`src/rtl/udp_rx_parser_pkg.sv`:
```
// Shared types and constants for the UDP receive path.
package udp_rx_parser_pkg;

  localparam logic [7:0]  UDP_PROTOCOL = 8'h11;
  localparam logic [15:0] UDP_HDR_LEN  = 16'd8;
  localparam int          ERR_CNT_W    = 8;

  typedef enum logic [1:0] {
    IDLE,
    HDR,
    USER_DATA,
    WAIT_END
  } udp_rx_state_type;

endpackage

```
`src/rtl/udp_rx_parser_if.sv`:
```
// Bundles the IPv4-side input stream and the user-side UDP output stream.
interface udp_rx_parser_if;
  import udp_rx_parser_pkg::*;

  logic                 ip_rx_hdr_is_valid;
  logic [7:0]           ip_rx_hdr_protocol;
  logic [15:0]          ip_rx_hdr_data_length;
  logic [31:0]          ip_rx_hdr_src_ip_addr;
  logic [7:0]           data_in;
  logic                 data_in_valid;
  logic                 data_in_last;

  logic                 udp_rx_start;
  logic                 udp_rx_hdr_is_valid;
  logic [31:0]          udp_rx_hdr_src_ip_addr;
  logic [15:0]          udp_rx_hdr_src_port;
  logic [15:0]          udp_rx_hdr_dst_port;
  logic [15:0]          udp_rx_hdr_data_length;
  logic [7:0]           data_out;
  logic                 data_out_valid;
  logic                 data_out_last;
  logic [ERR_CNT_W-1:0] err_count;

  // Parser side: consumes the IPv4 stream, produces the UDP stream.
  modport slave (
    input  ip_rx_hdr_is_valid, ip_rx_hdr_protocol, ip_rx_hdr_data_length,
           ip_rx_hdr_src_ip_addr, data_in, data_in_valid, data_in_last,
    output udp_rx_start, udp_rx_hdr_is_valid, udp_rx_hdr_src_ip_addr,
           udp_rx_hdr_src_port, udp_rx_hdr_dst_port, udp_rx_hdr_data_length,
           data_out, data_out_valid, data_out_last, err_count
  );

  // Environment side: drives the IPv4 stream, observes the UDP stream.
  modport master (
    output ip_rx_hdr_is_valid, ip_rx_hdr_protocol, ip_rx_hdr_data_length,
           ip_rx_hdr_src_ip_addr, data_in, data_in_valid, data_in_last,
    input  udp_rx_start, udp_rx_hdr_is_valid, udp_rx_hdr_src_ip_addr,
           udp_rx_hdr_src_port, udp_rx_hdr_dst_port, udp_rx_hdr_data_length,
           data_out, data_out_valid, data_out_last, err_count
  );

endinterface

```
`src/rtl/udp_rx_parser.sv`:
```
// UDP receive parser: strips the 8-byte UDP header from the IPv4 payload
// stream, publishes the decoded header and forwards the user payload with
// one cycle of latency. No backpressure; the checksum is ignored.
module udp_rx_parser
  import udp_rx_parser_pkg::*;
(
  input logic            clk,
  input logic            reset,
  udp_rx_parser_if.slave bus
);

  udp_rx_state_type     state;
  logic [2:0]           cnt;
  logic [15:0]          remaining;

  // Header fields under assembly, published together on byte 7
  logic [15:0]          src_port_p0;
  logic [15:0]          dst_port_p0;
  logic [15:0]          udp_len_p0;
  logic [31:0]          src_ip_p0;

  // Registered outputs
  logic                 start_p1;
  logic                 hdr_valid_p1;
  logic [31:0]          src_ip_p1;
  logic [15:0]          src_port_p1;
  logic [15:0]          dst_port_p1;
  logic [15:0]          data_len_p1;
  logic [7:0]           data_p1;
  logic                 vld_p1;
  logic                 last_p1;
  logic [ERR_CNT_W-1:0] err_cnt;

  function automatic logic [ERR_CNT_W-1:0] sat_inc(input logic [ERR_CNT_W-1:0] c);
    return (c == '1) ? c : c + 1'b1;
  endfunction

  function automatic logic len_bad(input logic [15:0] udp_len, input logic [15:0] ip_len);
    return (udp_len < UDP_HDR_LEN) || (udp_len > ip_len);
  endfunction

  // Parser FSM; advances only on cycles carrying a valid input byte
  always_ff @(posedge clk) begin
    if (reset) begin
      state        <= IDLE;
      cnt          <= '0;
      remaining    <= '0;
      start_p1     <= 1'b0;
      hdr_valid_p1 <= 1'b0;
      src_ip_p1    <= '0;
      src_port_p1  <= '0;
      dst_port_p1  <= '0;
      data_len_p1  <= '0;
      data_p1      <= '0;
      vld_p1       <= 1'b0;
      last_p1      <= 1'b0;
      err_cnt      <= '0;
    end else begin
      start_p1 <= 1'b0;
      vld_p1   <= 1'b0;
      last_p1  <= 1'b0;
      if (bus.data_in_valid) begin
        case (state)
          IDLE: begin
            if (bus.ip_rx_hdr_is_valid && bus.ip_rx_hdr_protocol == UDP_PROTOCOL) begin
              src_port_p0[15:8] <= bus.data_in;
              src_ip_p0         <= bus.ip_rx_hdr_src_ip_addr;
              hdr_valid_p1      <= 1'b0;
              cnt               <= 3'd1;
              if (bus.data_in_last) begin
                // One-byte packet: header truncated at byte 0
                err_cnt <= sat_inc(err_cnt);
              end else begin
                state <= HDR;
              end
            end else if (!bus.data_in_last) begin
              state <= WAIT_END;
            end
          end
          HDR: begin
            cnt <= cnt + 3'd1;
            case (cnt)
              3'd1:    src_port_p0[7:0]  <= bus.data_in;
              3'd2:    dst_port_p0[15:8] <= bus.data_in;
              3'd3:    dst_port_p0[7:0]  <= bus.data_in;
              3'd4:    udp_len_p0[15:8]  <= bus.data_in;
              3'd5:    udp_len_p0[7:0]   <= bus.data_in;
              default: ;
            endcase
            if (cnt == 3'd7) begin
              if (len_bad(udp_len_p0, bus.ip_rx_hdr_data_length)) begin
                err_cnt <= sat_inc(err_cnt);
                state   <= bus.data_in_last ? IDLE : WAIT_END;
              end else if (udp_len_p0 != UDP_HDR_LEN && bus.data_in_last) begin
                // Payload promised but the packet ends with the header
                err_cnt <= sat_inc(err_cnt);
                state   <= IDLE;
              end else begin
                start_p1     <= 1'b1;
                hdr_valid_p1 <= 1'b1;
                src_ip_p1    <= src_ip_p0;
                src_port_p1  <= src_port_p0;
                dst_port_p1  <= dst_port_p0;
                data_len_p1  <= udp_len_p0 - UDP_HDR_LEN;
                remaining    <= udp_len_p0 - UDP_HDR_LEN;
                if (udp_len_p0 == UDP_HDR_LEN) begin
                  state <= bus.data_in_last ? IDLE : WAIT_END;
                end else begin
                  state <= USER_DATA;
                end
              end
            end else if (bus.data_in_last) begin
              err_cnt <= sat_inc(err_cnt);
              state   <= IDLE;
            end
          end
          USER_DATA: begin
            data_p1   <= bus.data_in;
            vld_p1    <= 1'b1;
            remaining <= remaining - 16'd1;
            if (remaining == 16'd1) begin
              last_p1 <= 1'b1;
              state   <= bus.data_in_last ? IDLE : WAIT_END;
            end else if (bus.data_in_last) begin
              last_p1 <= 1'b1;
              err_cnt <= sat_inc(err_cnt);
              state   <= IDLE;
            end
          end
          WAIT_END: begin
            if (bus.data_in_last) state <= IDLE;
          end
          default: state <= IDLE;
        endcase
      end
    end
  end

  assign bus.udp_rx_start           = start_p1;
  assign bus.udp_rx_hdr_is_valid    = hdr_valid_p1;
  assign bus.udp_rx_hdr_src_ip_addr = src_ip_p1;
  assign bus.udp_rx_hdr_src_port    = src_port_p1;
  assign bus.udp_rx_hdr_dst_port    = dst_port_p1;
  assign bus.udp_rx_hdr_data_length = data_len_p1;
  assign bus.data_out               = data_p1;
  assign bus.data_out_valid         = vld_p1;
  assign bus.data_out_last          = last_p1;
  assign bus.err_count              = err_cnt;

endmodule

```
`src/flat_wrapper.sv`:
```
// flat-port wrapper written by rule: the top's interface ports become plain ports
module udp_rx_parser_flat import udp_rx_parser_pkg::*;
  (clk, reset, bus_ip_rx_hdr_is_valid, bus_ip_rx_hdr_protocol, bus_ip_rx_hdr_data_length, bus_ip_rx_hdr_src_ip_addr, bus_data_in, bus_data_in_valid, bus_data_in_last, bus_udp_rx_start, bus_udp_rx_hdr_is_valid, bus_udp_rx_hdr_src_ip_addr, bus_udp_rx_hdr_src_port, bus_udp_rx_hdr_dst_port, bus_udp_rx_hdr_data_length, bus_data_out, bus_data_out_valid, bus_data_out_last, bus_err_count);
  udp_rx_parser_if bus_i ();
  input logic clk;
  input logic reset;
  input wire logic [$bits(bus_i.ip_rx_hdr_is_valid)-1:0] bus_ip_rx_hdr_is_valid;
  input wire logic [$bits(bus_i.ip_rx_hdr_protocol)-1:0] bus_ip_rx_hdr_protocol;
  input wire logic [$bits(bus_i.ip_rx_hdr_data_length)-1:0] bus_ip_rx_hdr_data_length;
  input wire logic [$bits(bus_i.ip_rx_hdr_src_ip_addr)-1:0] bus_ip_rx_hdr_src_ip_addr;
  input wire logic [$bits(bus_i.data_in)-1:0] bus_data_in;
  input wire logic [$bits(bus_i.data_in_valid)-1:0] bus_data_in_valid;
  input wire logic [$bits(bus_i.data_in_last)-1:0] bus_data_in_last;
  output wire logic [$bits(bus_i.udp_rx_start)-1:0] bus_udp_rx_start;
  output wire logic [$bits(bus_i.udp_rx_hdr_is_valid)-1:0] bus_udp_rx_hdr_is_valid;
  output wire logic [$bits(bus_i.udp_rx_hdr_src_ip_addr)-1:0] bus_udp_rx_hdr_src_ip_addr;
  output wire logic [$bits(bus_i.udp_rx_hdr_src_port)-1:0] bus_udp_rx_hdr_src_port;
  output wire logic [$bits(bus_i.udp_rx_hdr_dst_port)-1:0] bus_udp_rx_hdr_dst_port;
  output wire logic [$bits(bus_i.udp_rx_hdr_data_length)-1:0] bus_udp_rx_hdr_data_length;
  output wire logic [$bits(bus_i.data_out)-1:0] bus_data_out;
  output wire logic [$bits(bus_i.data_out_valid)-1:0] bus_data_out_valid;
  output wire logic [$bits(bus_i.data_out_last)-1:0] bus_data_out_last;
  output wire logic [$bits(bus_i.err_count)-1:0] bus_err_count;
  assign bus_i.ip_rx_hdr_is_valid = bus_ip_rx_hdr_is_valid;
  assign bus_i.ip_rx_hdr_protocol = bus_ip_rx_hdr_protocol;
  assign bus_i.ip_rx_hdr_data_length = bus_ip_rx_hdr_data_length;
  assign bus_i.ip_rx_hdr_src_ip_addr = bus_ip_rx_hdr_src_ip_addr;
  assign bus_i.data_in = bus_data_in;
  assign bus_i.data_in_valid = bus_data_in_valid;
  assign bus_i.data_in_last = bus_data_in_last;
  assign bus_udp_rx_start = bus_i.udp_rx_start;
  assign bus_udp_rx_hdr_is_valid = bus_i.udp_rx_hdr_is_valid;
  assign bus_udp_rx_hdr_src_ip_addr = bus_i.udp_rx_hdr_src_ip_addr;
  assign bus_udp_rx_hdr_src_port = bus_i.udp_rx_hdr_src_port;
  assign bus_udp_rx_hdr_dst_port = bus_i.udp_rx_hdr_dst_port;
  assign bus_udp_rx_hdr_data_length = bus_i.udp_rx_hdr_data_length;
  assign bus_data_out = bus_i.data_out;
  assign bus_data_out_valid = bus_i.data_out_valid;
  assign bus_data_out_last = bus_i.data_out_last;
  assign bus_err_count = bus_i.err_count;
  udp_rx_parser u_core (.clk(clk), .reset(reset), .bus(bus_i));
endmodule
```
`config.mk`:
```
export PLATFORM = sky130hd
export DESIGN_NAME = udp_rx_parser_flat
export DESIGN_NICKNAME = d
export VERILOG_FILES = /design/src/rtl/udp_rx_parser_pkg.sv /design/src/rtl/udp_rx_parser_if.sv /design/src/rtl/udp_rx_parser.sv /design/src/flat_wrapper.sv
export SDC_FILE = /design/constraint.sdc
export NUM_CORES = 1
export LEC_CHECK = 0
export BUFFER_PORTS_ARGS = -buffer_cell sky130_fd_sc_hd__buf_2
export CELL_PAD_IN_SITES_DETAIL_PLACEMENT = 1
export CELL_PAD_IN_SITES_GLOBAL_PLACEMENT = 1
export CORE_MARGIN = 5
export CORE_UTILIZATION = 42
export CTS_BUF_LIST = sky130_fd_sc_hd__clkbuf_16
export DETAILED_ROUTE_END_ITERATION = 10
export PLACE_DENSITY_LB_ADDON = 0.15
export SYNTH_ARGS = -nofsm -noshare
export SYNTH_HDL_FRONTEND = slang
export SYNTH_SLANG_ARGS = --single-unit
```
`constraint.sdc`:
```
create_clock -name clk -period 5.95 [get_ports clk]
set_input_delay 0.2975 -clock clk [delete_from_list [all_inputs] [get_ports clk]]
set_output_delay 0.2975 -clock clk [all_outputs]
set_load 0.02 [all_outputs]
```
==> results of run 1 <==
layer usage:
layer  share of wire (%)  global-route usage [%]
met1                  43                    27.1
met2                  51                    39.0
met3                 4.3                    3.01
met4                 1.8                    4.71
met5                   0                       0
registers in the layout (all words and copies together), names as in the netlist, 16 cells and up:
| register | flops |
|---|---|
| u_core.bus.udp_rx_hdr_src_ip_addr | 32 |
| u_core.src_ip_p0 | 32 |
| u_core.bus.udp_rx_hdr_data_length | 16 |
| u_core.bus.udp_rx_hdr_dst_port | 16 |
| u_core.bus.udp_rx_hdr_src_port | 16 |
| u_core.dst_port_p0 | 16 |
| u_core.remaining | 16 |
| u_core.src_port_p0 | 16 |
| u_core.udp_len_p0 | 16 |
cell families after synthesis:
family | Yosys count | share of synthesized area (%)
simple gates | 317 | 17.2
flops | 201 | 59.4
compound gates | 181 | 13.8
buf+inv | 78 | 4.34
fa+ha+maj | 26 | 4.00
xor+xnor | 11 | 1.19
mux | 1 | 0.139
final timing paths:
path                                      from                                 to  slack [ps]  cells after the start
min reg2reg  u_core.bus.udp_rx_hdr_src_port[8]  u_core.bus.udp_rx_hdr_src_port[8]         450                      2
max reg2reg              u_core.udp_len_p0[15]  u_core.bus.udp_rx_hdr_src_port[5]        2100                      9
max                      u_core.udp_len_p0[15]  u_core.bus.udp_rx_hdr_src_port[5]        2100                      9
min                             bus_data_in[3]              u_core.src_port_p0[3]         110                      1
area by class of cell:
cell class | count | share of cell area [%]
timing repair buffer | 207 | 11.9
inverter | 34 | 1.25
sequential | 201 | 47.1
multi-input combinational | 536 | 28.9
clock buffer | 24 | 5.87
tap | 260 | 3.18
antenna | 1 | 0.0244
clock inverter | 18 | 1.82
through the flow:
step / cells / util (%)
2_1_floorplan: 815 / -
3_3_place_gp: 1206 / 48.3
3_5_place_dp: 1206 / 48.3
4_1_cts: 1280 / 54.2
5_1_grt: 1280 / 54.2
6_report: 1281 / 54.2
synthesized netlist by cell type (2+ instances only):
cell and n:
a211oi_1 13, a21o_1 3, a21oi_1 104, a21oi_2 5
a31oi_1 6, a32o_1 5, a32oi_1 2, a41oi_1 2
and2_1 7, and3_1 6, buf_1 2, buf_2 9
buf_4 9, buf_6 2, clkbuf_1 22, dfxtp_1 121
edfxtp_1 80, ha_1 26, inv_1 34, nand2_1 188
nand2b_1 6, nand3_1 12, nand4_1 5, nor2_1 46
nor2b_1 6, nor3_1 18, nor4_1 5, o211ai_1 3
o21a_1 4, o21ai_0 10, o221ai_1 2, o22ai_1 5
o31ai_1 3, o32ai_1 4, or3_1 4, or4_1 3
xnor2_1 6, xor2_1 5
power breakdown:
| group | internal, W | total (W) | switching, W |
|---|---|---|---|
| sequential | 0.00144 | 0.00145 | 0.00000904 |
| combinational | 0.0000670 | 0.000175 | 0.000108 |
| clock | 0.000903 | 0.00148 | 0.000573 |
==> out/qor.csv, run 1 <==
metric,value,unit
status,finished clean,
setup ws final,2100,ps
Syn Nets,910,
largest net degree at the start of global routing,64,
Synth Instances,815,
global-route wire length before repair,38100,um
DRC Markers,0,
top achievable clock speed,259,MHz
CTS tree,built,
cts hold-fix bufs,32,
IO buf count,168,
CP Capture Type,register,
RSZ-0062 raised after global routing,false,
Die Height,149,um
largest stage delay on the critical path,830,ps
CP Cell Sequence,ha_1 > nand4_1 > nor4_1 > o21ai_0 > a31oi_1 > or2_2 > buf_4 > nand2_1 > a21oi_1,
worst path buffer plus inverter count,1,
"commonest non-fill, non-tap cell in the layout",nand2_1,
Setup Crit Path Kind,reg -> reg,
CP Data Arrival Time,4280,ps
via/cell ratio,5.26,
vias in the first global route,7039,
"top cells by area, synth","dfxtp_1, edfxtp_1, nand2_1",
"Avg Cell Area, Syn",9.97,um^2
Worst setup SP type,register,
initial antenna violation count,0,
max capacitance violation total,0,
fin crit period,3850,ps
Fin Setup TNS,0,ps
register area share after synthesis,59.4,%
YS warnings,0,
vias,6742,
Top delay family on crit path,simple AND/OR/NAND/NOR gates,
Post-synth EDFFs,80,
final hold violations,0,
# setup viols final,0,
cts repair resizes,0,
RePlAce Congestion,0.819,
most frequent cells in the layout,"nand2_1, buf_2, dfxtp_1, a21oi_1, edfxtp_1",
Die X-Extent,149,um
dominant synthesized flop cell,dfxtp_1,
asr flop ratio synth,0,%
PwrDens,303,mW/mm^2
Root Driver,clkbuf_16,
clk sinks,201,
Starting Density,43.0,%
row cnt,50,
Final Slew Violations,0,
Core Region,0.0189,mm^2
Worst slew margin,34.9,%
postcts setup bufs,0,
Hold WS,107,ps
layout cells sized above 1,22.1,%
placed instance area,0.00913,mm^2
cell accounting for the most synthesized area,dfxtp_1,
gr usage total,21.5,%
top cell type's share of synthesized area,29.8,%
synth unique cells,60,
Worst Tran Pin Value,974,ps
dpl hpwl,16000,um
Max VDD drop,204,uV
die area,0.0222,mm^2
area growth from synthesis to layout,26.0,%
Seq. cell area,0.00482,mm^2
DR pass1 iterations,4,
post-route clock period utilization,64.8,%
Setup Skew,17.4,ps
WL per Instance,19.2,um
Inserted Clock Buffers,23,
post-layout instance area,0.0102,mm^2
Post-Route WL,24600,um
Hold/Removal Path Class,in -> reg,
mapped cell area,0.00813,mm^2
Filler Cells Inserted,2166,
I/O pin total,169,
antenna-violating nets left,0,
leakage power,4.05,nW
worst skew pair latency,510,ps
pre-CTS setup slack,2090,ps
PnR Total Power,0.00310,W
Seq cells post-synth,201,
CP Max Fanout,43,
total grt overflow,0,
First DRT Iteration DRCs,320,
Clock transition at path regs,60,ps
H-Tree Depth,1,
area of the multi-input gates,0.00295,mm^2
Max Root-Sink Buffers,3,
NumNets Final,1098,
CP max-delay cell,or2_2,
Required @ worst endpoint,6380,ps
Power figures use the tool's default switching activity.
==> run 2, diff against run 1 <==
--- a/config.mk
+++ b/config.mk
@@ -9,7 +9,7 @@
 export CELL_PAD_IN_SITES_DETAIL_PLACEMENT = 1
 export CELL_PAD_IN_SITES_GLOBAL_PLACEMENT = 1
 export CORE_MARGIN = 5
-export CORE_UTILIZATION = 42
+export CORE_UTILIZATION = 38
 export CTS_BUF_LIST = sky130_fd_sc_hd__clkbuf_16
 export DETAILED_ROUTE_END_ITERATION = 10
 export PLACE_DENSITY_LB_ADDON = 0.15
==> constraint.sdc (replaced) <==
create_clock -name clk -period 3.4 [get_ports clk]
set_input_delay 0.17 -clock clk [delete_from_list [all_inputs] [get_ports clk]]
set_output_delay 0.17 -clock clk [all_outputs]
set_load 0.02 [all_outputs]
==> run 2 against run 1 <==
  * Sequential power is 75% higher
  * Highest routed layer unchanged
  * Combinational power is 76% higher
  * Global-route usage is 2.8 points lower
  * Clock power is 50% higher
  * Cell count is 1.8% higher
  * Clock-buffer cell count is 1 lower
  * Critical endpoint is now u_core.remaining[0]
  * Maximum frequency is 28% higher
  * Largest power group is now registers
==> out/qor.csv, run 2 (same netlist as run 1, synthesis figures left out) <==
metric,value,unit
Fin Setup TNS,0,ps
post-route clock period utilization,88.5,%
fin crit period,3010,ps
area of the multi-input gates,0.00296,mm^2
NumNets Final,1108,
layout cells sized above 1,22.4,%
Final Slew Violations,0,
Starting Density,38.7,%
# diodes,0,
Worst setup SP type,register,
postcts setup bufs,0,
Seq. cell area,0.00482,mm^2
total grt overflow,0,
top achievable clock speed,332,MHz
Max Root-Sink Buffers,3,
hold path depth,3,
RePlAce Congestion,0.821,
Hold/Removal Path Class,in -> reg,
CP Max Fanout,22,
die area,0.0244,mm^2
Filler Cells Inserted,2441,
# setup viols final,0,
Post-Route WL,23100,um
Max VDD drop,271,uV
max capacitance violation total,0,
leakage power,4.06,nW
hold path endpoint,u_core.state[1],
RSZ-0062 raised after global routing,false,
Critical R2R Launch,u_core.udp_len_p0[8],
DR pass1 iterations,4,
Setup Skew,7.81,ps
most frequent cells in the layout,"nand2_1, buf_2, dfxtp_1, a21oi_1, edfxtp_1",
vias,6585,
via/cell ratio,5.05,
I/O pin total,169,
Required @ worst endpoint,3730,ps
CP Capture Type,register,
status,finished clean,
antenna-violating nets left,0,
gr usage total,18.6,%
worst skew pair latency,490,ps
Clock transition at path regs,60,ps
Worst slew margin,38.5,%
placed instance area,0.00924,mm^2
clk sinks,201,
Hold WS,22.6,ps
Inserted Clock Buffers,23,
FF-to-FF setup slack,390,ps
WL per Instance,17.7,um
row cnt,53,
Die X-Extent,156,um
Worst Reg-to-Reg Cells,8,
largest net degree at the start of global routing,82,
initial antenna violation count,0,
CP Data Arrival Time,3340,ps
Setup Crit Path Kind,reg -> reg,
r2r endpoint,u_core.remaining[0],
DRC Markers,0,
post-layout instance area,0.0102,mm^2
CTS tree,built,
PwrDens,494,mW/mm^2
final hold violations,0,
Core Region,0.0210,mm^2
Die Height,156,um
Worst Tran Pin Value,922,ps
First DRT Iteration DRCs,350,
Root Driver,clkbuf_16,
hold_sp,bus_data_in_valid,
dpl hpwl,15900,um
IO buf count,168,
area growth from synthesis to layout,26.1,%
"commonest non-fill, non-tap cell in the layout",nand2_1,
global-route wire length before repair,36600,um
H-Tree Depth,1,
vias in the first global route,6709,
## run 2: cell count changes in the layout (fill, tap and decap cells not counted), sizes merged
| cell | previous run | this run |
|---|---|---|
| inv | 41 | 43 |
| clkinv | 7 | 8 |
| diode | 1 | 0 |
| bufinv | 4 | 1 |
| clkbuf | 24 | 23 |
| dlygate4sd3 | 32 | 33 |
| buf | 175 | 184 |
## run 2: worst max path at each step
stage,from,to,slack [ps],depth (start not counted)
after global placement,u_core.udp_len_p0[9],u_core.remaining[0],450,8
after detailed placement,u_core.udp_len_p0[9],u_core.remaining[0],390,8
after floorplan,bus_ip_rx_hdr_protocol[7],u_core.src_ip_p0[0],40,3
after global routing,u_core.udp_len_p0[14],u_core.bus.udp_rx_hdr_dst_port[12],260,10
final,u_core.udp_len_p0[8],u_core.remaining[0],390,8
after CTS,u_core.udp_len_p0[9],u_core.remaining[0],390,8
## run 2: cell type report
| type | count | share of cell area, % |
|---|---|---|
| Clock buffer | 23 | 5.62 |
| Sequential cell | 201 | 47.1 |
| Inverter | 34 | 1.25 |
| Multi-Input combinational cell | 536 | 28.9 |
| Timing Repair Buffer | 217 | 12.8 |
| Clock inverter | 18 | 1.01 |
| Tap cell | 275 | 3.36 |
## run 2: report_power, final
group          total [W]  switching [W]  leakage (nW)  internal [W]
logic           0.000308       0.000185          2.00      0.000123
registers        0.00254      0.0000172          1.69       0.00252
clock network    0.00222       0.000921         0.367       0.00130
## run 2: timing repair
| action | in CTS | in global routing |
|---|---|---|
| hold buffers | 33 | 0 |
| hold endpoints to repair | 33 | 0 |
| gates resized for setup | 0 | 0 |
## run 2: routing by layer
metal	part of all wire, %	global-route usage (%)	wire length (um)
met1	45	25.5	10400
met2	49	31.7	11200
met3	4.7	2.71	1090
met4	1.7	3.88	402
met5	0	0	0
## run 2: through the flow
| stage | cells | util, % | setup slack [ps] | power, W |
|---|---|---|---|---|
| floorplan | 815 | - | 40.7 | 0.00274 |
| global placement | 1230 | 43.9 | 451 | 0.00286 |
| detailed placement | 1230 | 43.9 | 391 | 0.00287 |
| CTS | 1304 | 48.7 | 394 | 0.00512 |
| global route | 1304 | 48.7 | 256 | 0.00528 |
| finish | 1304 | 48.7 | 390 | 0.00506 |
## run 2: critical path, cell delays in order, from the launching register on
cell	delay, ps
edfxtp_1	490
or4_4	540
or3_4	370
o41ai_4	360
nand3_2	150
or2_2	430
buf_4	260
nand4_1	120
o311ai_1	120
==> run 3, diff against run 2 <==
--- a/config.mk
+++ b/config.mk
@@ -9,8 +9,8 @@
 export CELL_PAD_IN_SITES_DETAIL_PLACEMENT = 1
 export CELL_PAD_IN_SITES_GLOBAL_PLACEMENT = 1
 export CORE_MARGIN = 5
-export CORE_UTILIZATION = 38
-export CTS_BUF_LIST = sky130_fd_sc_hd__clkbuf_16
+export CORE_UTILIZATION = 39
+export CTS_BUF_LIST = sky130_fd_sc_hd__clkbuf_4 sky130_fd_sc_hd__clkbuf_8
 export DETAILED_ROUTE_END_ITERATION = 10
 export PLACE_DENSITY_LB_ADDON = 0.15
 export SYNTH_ARGS = -nofsm -noshare
==> run 3 against run 2 <==
  * Clock-buffer cell count up 24
  * Sequential share of layout area down 0.65 points
  * Largest power group unchanged
  * Total power up 3.4%
  * Highest routed layer unchanged
  * Critical path depth up 1
  * Sequential power about the same
  * Clock skew up 6.2 ps
  * Cell count up 1.8%
  * Via count up 2.1%
==> out/qor.csv, run 3 (same netlist as run 1, synthesis figures left out) <==
metric,value,unit
final core utilization,51.0,%
Worst Tran Pin Value,738,ps
postcts setup bufs,0,
post-route clock period utilization,88.6,%
total grt overflow,0,
"commonest non-fill, non-tap cell in the layout",nand2_1,
top achievable clock speed,332,MHz
Die Height,154,um
CP Capture Type,register,
initial antenna violation count,1,
via/cell ratio,5.06,
Die X-Extent,154,um
First DRT Iteration DRCs,258,
I/O pin total,169,
Inserted Clock Buffers,36,
RePlAce Congestion,0.837,
antenna-violating nets left,0,
layout cells sized above 1,24.7,%
cts repair resizes,0,
Starting Density,39.9,%
Final Slew Violations,0,
clk sinks,201,
status,finished clean,
PwrDens,504,mW/mm^2
Fin Setup TNS,0,ps
Hold WS,15.0,ps
Hold/Removal Path Class,in -> reg,
row cnt,52,
Setup Crit Path Kind,reg -> reg,
DR pass1 iterations,4,
worst skew pair latency,520,ps
fin crit period,3010,ps
area growth from synthesis to layout,27.9,%
Max Root-Sink Buffers,3,
cts hold-fix bufs,37,
CP Max Fanout,15,
global-route wire length before repair,37900,um
Clock transition at path regs,60,ps
vias in the first global route,7118,
largest net degree at the start of global routing,68,
IO buf count,168,
Post-Route WL,23800,um
crit path from,u_core.udp_len_p0[9],
leakage power,4.13,nW
setup ws final,387,ps
CTS tree,built,
WL per Instance,17.9,um
Critical R2R Launch,u_core.udp_len_p0[9],
vias,6720,
Worst slew margin,50.4,%
pre-CTS setup slack,392,ps
r2r endpoint,u_core.bus.udp_rx_hdr_src_ip_addr[22],
Core Region,0.0204,mm^2
DRC Markers,0,
max capacitance violation total,0,
most frequent cells in the layout,"nand2_1, buf_2, dfxtp_1, a21oi_1, edfxtp_1",
CP Data Arrival Time,3370,ps
PnR Total Power,0.00524,W
FF-to-FF setup slack,390,ps
Max VDD drop,298,uV
RSZ-0062 raised after global routing,false,
gr usage total,19.6,%
NumNets Final,1127,
Worst Reg-to-Reg Cells,9,
Root Driver,clkbuf_8,
dpl hpwl,16200,um
die area,0.0238,mm^2
Setup Skew,14.0,ps
final hold violations,0,
H-Tree Depth,2,
# diodes,0,
# setup viols final,0,
Worst setup SP type,register,
Required @ worst endpoint,3760,ps
Worst setup endpoint,u_core.bus.udp_rx_hdr_src_ip_addr[22],
-- run 3: cell count changes in the layout (fill, tap and decap cells not counted), sizes merged --
| cell | previous run | this run |
|---|---|---|
| clkinvlp | 0 | 1 |
| bufinv | 1 | 3 |
| dlygate4sd3 | 33 | 37 |
| inv | 43 | 35 |
| clkinv | 8 | 12 |
| buf | 184 | 186 |
| clkbuf | 23 | 47 |
-- run 3: routing by layer --
layer	wire length [um]	global-route usage [%]
met1	10100	25.0
met3	1460	3.91
met4	509	5.63
met2	11700	34.0
met5	0	0
-- run 3: worst max-delay path, cell delays in order (launching register included) --
cell	delay, ps
edfxtp_1	460
or4_4	580
or3_4	370
o41ai_4	370
nand3_2	160
or2_2	380
buf_4	190
buf_4	190
nand2_1	90
a21oi_1	70
-- run 3: layout make-up --
cell class / count / area, um^2
Timing Repair Buffer: 223 / 1370
Clock buffer: 47 / 603
Tap cell: 270 / 338
Sequential cell: 201 / 4820
Multi-Input combinational cell: 536 / 2960
Inverter: 34 / 128
Fill cell: 2368 / 9980
Clock inverter: 17 / 159
-- run 3: power breakdown --
| part | leakage, nW | total (W) | internal [W] | switching (W) |
|---|---|---|---|---|
| clock | 0.400 | 0.00239 | 0.00139 | 0.000996 |
| combinational | 2.03 | 0.000313 | 0.000126 | 0.000187 |
| sequential | 1.69 | 0.00254 | 0.00252 | 0.0000177 |
-- run 3: metrics by stage --
stage          std cells  instance area [um^2]
2_1_floorplan        815                  8130
3_3_place_gp        1227                  9260
3_5_place_dp        1227                  9260
4_1_cts             1328                 10400
5_1_grt             1328                 10400
6_report            1328                 10400
-- run 3: worst min path at each step --
stage | startpoint | endpoint | slack, ps | cells after the start
2_1_floorplan | bus_data_in[0] | u_core.dst_port_p0[0] | 270 | 0
3_3_place_gp | bus_ip_rx_hdr_src_ip_addr[13] | u_core.src_ip_p0[13] | 350 | 1
3_5_place_dp | bus_ip_rx_hdr_src_ip_addr[20] | u_core.src_ip_p0[20] | 350 | 1
4_1_cts | bus_data_in[5] | u_core.bus.data_out[5] | 0.02 | 3
5_1_grt | bus_data_in[2] | u_core.udp_len_p0[10] | 6 | 1
6_report | bus_data_in[5] | u_core.bus.data_out[5] | 10 | 3
